## config.mk

```make
export PLATFORM = sky130hd
export DESIGN_NAME = celda_iterativa_serial
export DESIGN_NICKNAME = d
export VERILOG_FILES = /design/src/rtl/celda_iterativa_serial.sv
export SDC_FILE = /design/constraint.sdc
export NUM_CORES = 1
export LEC_CHECK = 0
export ABC_AREA = 1
export ABC_CLOCK_PERIOD_IN_PS = 4300
export CORE_MARGIN = 5
export CORE_UTILIZATION = 56
export DETAILED_ROUTE_END_ITERATION = 8
export PLACE_DENSITY = 0.94
export SETUP_SLACK_MARGIN = 0.15
export SLEW_MARGIN = 25
export SYNTH_ARGS = -nofsm -noshare
export SYNTH_HDL_FRONTEND = slang
export SYNTH_SLANG_ARGS = --single-unit
```

## constraint.sdc

```tcl
create_clock -name clk -period 4.3 [get_ports clk]
set_clock_uncertainty 0.15 [all_clocks]
set_input_delay 1.075 -clock clk [delete_from_list [all_inputs] [get_ports clk]]
set_output_delay 1.075 -clock clk [all_outputs]
set_load 0.01 [all_outputs]
```

## src/rtl/celda_iterativa_serial.sv

```systemverilog
// Bit-serial iterative parity cell: applies the X/Y/Z cell recurrence once per clock over a
// latched WIDTH-bit word and reports the final state, last parity flag and count of odd cells.
module celda_iterativa_serial #(
  parameter int unsigned WIDTH    = 8,
  parameter logic [2:0]  INIT_XYZ = 3'b000,
  localparam int unsigned CW      = $clog2(WIDTH + 1)
) (
  input  logic             clk,
  input  logic             rst_n,
  input  logic             start,
  input  logic [WIDTH-1:0] word_in,
  input  logic             msb_first,
  output logic             busy,
  output logic             done,
  output logic             x_out,
  output logic             y_out,
  output logic             z_out,
  output logic             p_out,
  output logic [CW-1:0]    p_count
);

  localparam int unsigned IW = (WIDTH > 1) ? $clog2(WIDTH) : 1;

  typedef enum logic [1:0] {StIdle, StRun, StDone} state_e;

  state_e           state_q;
  logic [WIDTH-1:0] word_q;
  logic             msb_q;
  logic [IW-1:0]    idx_q;
  logic             x_q, y_q, z_q;
  logic [CW-1:0]    cnt_q;
  logic             busy_q, done_q;
  logic             x_out_q, y_out_q, z_out_q, p_out_q;
  logic [CW-1:0]    p_count_q;

  logic [IW-1:0] bit_idx;
  logic          l_bit;
  logic          x_d, y_d, z_d, p_d;
  logic [CW-1:0] cnt_d;

  // Next cell state and parity, all from the pre-update X,Y,Z.
  always_comb begin
    bit_idx = msb_q ? (IW'(WIDTH - 1) - idx_q) : idx_q;
    l_bit   = word_q[bit_idx];
    x_d     = ~x_q & ~z_q & l_bit;
    y_d     = x_q | (y_q & z_q);
    z_d     = ~l_bit;
    p_d     = (x_q & l_bit) | (y_q & ~z_q & l_bit) | (z_q & ~l_bit);
    cnt_d   = cnt_q + CW'(p_d);
  end

  always_ff @(posedge clk or negedge rst_n) begin
    if (!rst_n) begin
      state_q   <= StIdle;
      word_q    <= '0;
      msb_q     <= 1'b0;
      idx_q     <= '0;
      x_q       <= 1'b0;
      y_q       <= 1'b0;
      z_q       <= 1'b0;
      cnt_q     <= '0;
      busy_q    <= 1'b0;
      done_q    <= 1'b0;
      x_out_q   <= 1'b0;
      y_out_q   <= 1'b0;
      z_out_q   <= 1'b0;
      p_out_q   <= 1'b0;
      p_count_q <= '0;
    end else begin
      unique case (state_q)
        StIdle: begin
          done_q <= 1'b0;
          if (start) begin
            word_q            <= word_in;
            msb_q             <= msb_first;
            {x_q, y_q, z_q}   <= INIT_XYZ;
            idx_q             <= '0;
            cnt_q             <= '0;
            busy_q            <= 1'b1;
            state_q           <= StRun;
          end
        end
        StRun: begin
          x_q   <= x_d;
          y_q   <= y_d;
          z_q   <= z_d;
          cnt_q <= cnt_d;
          idx_q <= idx_q + 1'b1;
          if (idx_q == IW'(WIDTH - 1)) begin
            // Publish results only here so outputs hold across the next run.
            x_out_q   <= x_d;
            y_out_q   <= y_d;
            z_out_q   <= z_d;
            p_out_q   <= p_d;
            p_count_q <= cnt_d;
            busy_q    <= 1'b0;
            done_q    <= 1'b1;
            state_q   <= StDone;
          end
        end
        StDone: begin
          done_q  <= 1'b0;
          state_q <= StIdle;
        end
        default: begin
          busy_q  <= 1'b0;
          done_q  <= 1'b0;
          state_q <= StIdle;
        end
      endcase
    end
  end

  assign busy    = busy_q;
  assign done    = done_q;
  assign x_out   = x_out_q;
  assign y_out   = y_out_q;
  assign z_out   = z_out_q;
  assign p_out   = p_out_q;
  assign p_count = p_count_q;

endmodule

```

==> flow_metrics.tcl <==
set metrics [dict create \
    worstPathArrival_ns 2.67 \
    slew_headroom_pct 42.1 \
    cp_cell_sequence "clkdlybuf4s50_1 > nand2_1 > nor2_1 > nor2_2 > a22o_1" \
    critPathKind "primary input to register" \
    max_freq_mhz 386 \
    dp_hpwl_um 1870 \
    cts_hold_buf 0 \
    final.setup.worst_slack_ns 1.71 \
    dpl-instance-area_um2 1650 \
    h-tree-depth 2 \
    rsz0062_at_grt "false" \
    first_pass_iters 4 \
    synth-main-ff-cell "dfrtp_1" \
    cts_setup_buffers 0 \
    yosysSeqAreaShare_pct 54.9 \
    clkLatencyLatePin_ns 0.33 \
    cp_slowest_cell "nor2_1" \
    fin_crit_ns 2.59 \
    fillCellCount 213 \
    synth_area_leaders "dfrtp_1, nand2_1, nand3_1" \
    drcViolationCount 0 \
    worstPathRequired_ns 4.38 \
    worst-path-buf-inv 1 \
    end_kind "register" \
    syn_area_um2 1410 \
    preCtsSetupSlack_ns 1.36 \
    io_pins 22 \
    p_leak_nw 0.842 \
    power.switching_mw 0.558 \
    die_height_um 60.2 \
    antenna_found_initial 0 \
    grt_util_all_layers_pct 16.8 \
    drive_above_1_share_pct 10.4 \
    core_area_um2 2450 \
    yosysTopAreaCellShare_pct 54.9 \
    antenna_cells 0 \
    synth_edf_count 0 \
    grt_pass1_wl_um 4440 \
    ant_nets 0 \
    wire_per_inst_um 11.8 \
    hold_class "register to register" \
    layout.nets 200 \
    maxCapViolCount 0 \
    grt_pass1_vias 1095 \
    clock_power_share_pct 11.2 \
    cts_root_buf "clkbuf_4" \
    final-hold-violation-count 0 \
    finalPower_mw 1.33 \
    yosysTopAreaCell "dfrtp_1" \
    vias 1096 \
    start_kind "primary input" \
    dp_cells 207 \
    timing.setup.tns_ns 0 \
    ir_drop_mv 0.474 \
    drt_iter0_markers 36 \
    stdcell_count 213 \
    post-synth-top-count-cell "nand2_1" \
    critPathMaxFanout 13 \
    wl_um 2510 \
    cts_resized 0 \
    io_buffers 21 \
    synth_nets 174 \
    die-area_um2 3630 \
    synthArstFlopShare_pct 100 \
    areaGrowthSynthToFinish_pct 19.5 \
    synthCells 158 \
    die_w_um 60.2 \
    cts_inserted_buffers 5 \
    row_count 18 \
    cts.sinks 31 \
    clock_path_buffers 2 \
    slew_viol_final 0 \
    cellInternalPower_mw 0.773 \
    synth.distinct_cells 23 \
    synth_seq_cells 31 \
    period_share_pct 60.3 \
    power.combinational.fraction_pct 49.8 \
    grt_max_degree 32 \
    yosys_warnings 0 \
    initial_core_util_pct 57.5 \
    status "complete, no violations" \
    synth_commonest_cells "nand2_1, dfrtp_1, nand3_1" \
    swShare_pct 41.9 \
    synth.avg_cell_area_um2 8.94 \
    powerDensity_nw_per_um2 789 \
    gp_congestion 0.772 \
    critical_path.max_stage_delay_ns 0.65 \
    gr-total-overflow 0 \
    final_area_um2 1690 \
    tightest_slew_ns 0.866 \
    setup_viol_count_final 0 \
    clk_pin_slew_worst_paths_ns 0.09 \
    critical_path.top_delay_family "simple AND/OR/NAND/NOR gates" \
    cts_tree "built" \
    p_seq_share_pct 39.0 \
    drt-vias-per-instance 5.15 \
]
[cells in the final DEF (no fill, tap or decap), types with 5 or more instances in the layout]
cell type and count:
o21ai_1 7, nand2_2 5, nand2_1 52, nand3_1 14
nor2_1 5, inv_1 9, o21ai_0 7, dfrtp_1 31
clkbuf_4 5, clkdlybuf4s50_1 21
[power groups by stage]
| stage | clock (mW) | combinational [mW] | sequential [mW] |
|---|---|---|---|
| floorplan | 0 | 0.471 | 0.519 |
| global placement | 0 | 0.629 | 0.518 |
| detailed placement | 0 | 0.669 | 0.525 |
| CTS | 0.156 | 0.673 | 0.519 |
| global route | 0.168 | 0.762 | 0.536 |
| finish | 0.149 | 0.663 | 0.519 |
[stage by stage]
stage | utilization [%] | hold WS (ns)
2_1_floorplan | - | 0.292
3_3_place_gp | 67.1 | 0.308
3_5_place_dp | 67.1 | 0.313
4_1_cts | 68.8 | 0.334
5_1_grt | 68.8 | 0.356
6_report | 68.8 | 0.329
[cell families (layout without fill, tap and decap cells)]
| family | Yosys count | after routing | share of synthesized area [%] |
|---|---|---|---|
| DFF | 31 | 31 | 54.9 |
| xor gates and xnor gates | 5 | 5 | 3.10 |
| buffers and inverters | 17 | 42 | 5.40 |
| adders and majority gates | 4 | 4 | 3.54 |
| and+or+nand+nor | 82 | 82 | 25.7 |
| AOI/OAI and AO/OA | 19 | 19 | 7.35 |
[worst register-to-register path, cell delays in order, from the launching register on]
cell	delay, ns
dfrtp_1	0.53
nand2_2	0.15
nand2_2	0.11
nand2_1	0.06
nand3_1	0.09
nand3b_2	0.10
nand2_2	0.12
nand2_2	0.06
and2_1	0.14
ha_1	0.19
ha_1	0.19
xor2_1	0.15
inv_1	0.07
o21ai_0	0.15
[final cells by class]
class	count	area [um2]	area share (%)
timing repair buffer	22	218	12.9
inverter	14	55.1	3.26
clock buffer	6	41.3	2.45
sequential	31	776	46.0
tap	30	37.5	2.22
multi-input combinational	110	561	33.2
[final timing paths]
check	startpoint	end	slack, ns	cells after the start
min in group asynchronous	rst_n	p_count[3]	0.97	2
hold reg to reg	word_q[4]	word_q[4]	0.33	2
setup / recovery	start	idx_q[2]	1.71	5
hold / removal	word_q[4]	word_q[4]	0.33	2
setup reg to reg	msb_q	cnt_q[2]	1.97	13
max in group asynchronous	rst_n	word_q[6]	2.75	2
[metal layers]
metal	vias up	part of all wire (%)	global-route usage, %
met5	-	0	0
met4	0	1.8	7.59
met3	6	7.1	6.26
met2	26	50	29.9
met1	503	41	17.4
li1	561	-	-
[state kept, by name (all words and copies together), names as in the netlist, 2 cells and up]
signal and count:
word_q 8, cnt_q 4, idx_q 3, state_q 2, p_count 4
Power figures use the tool's default switching activity.
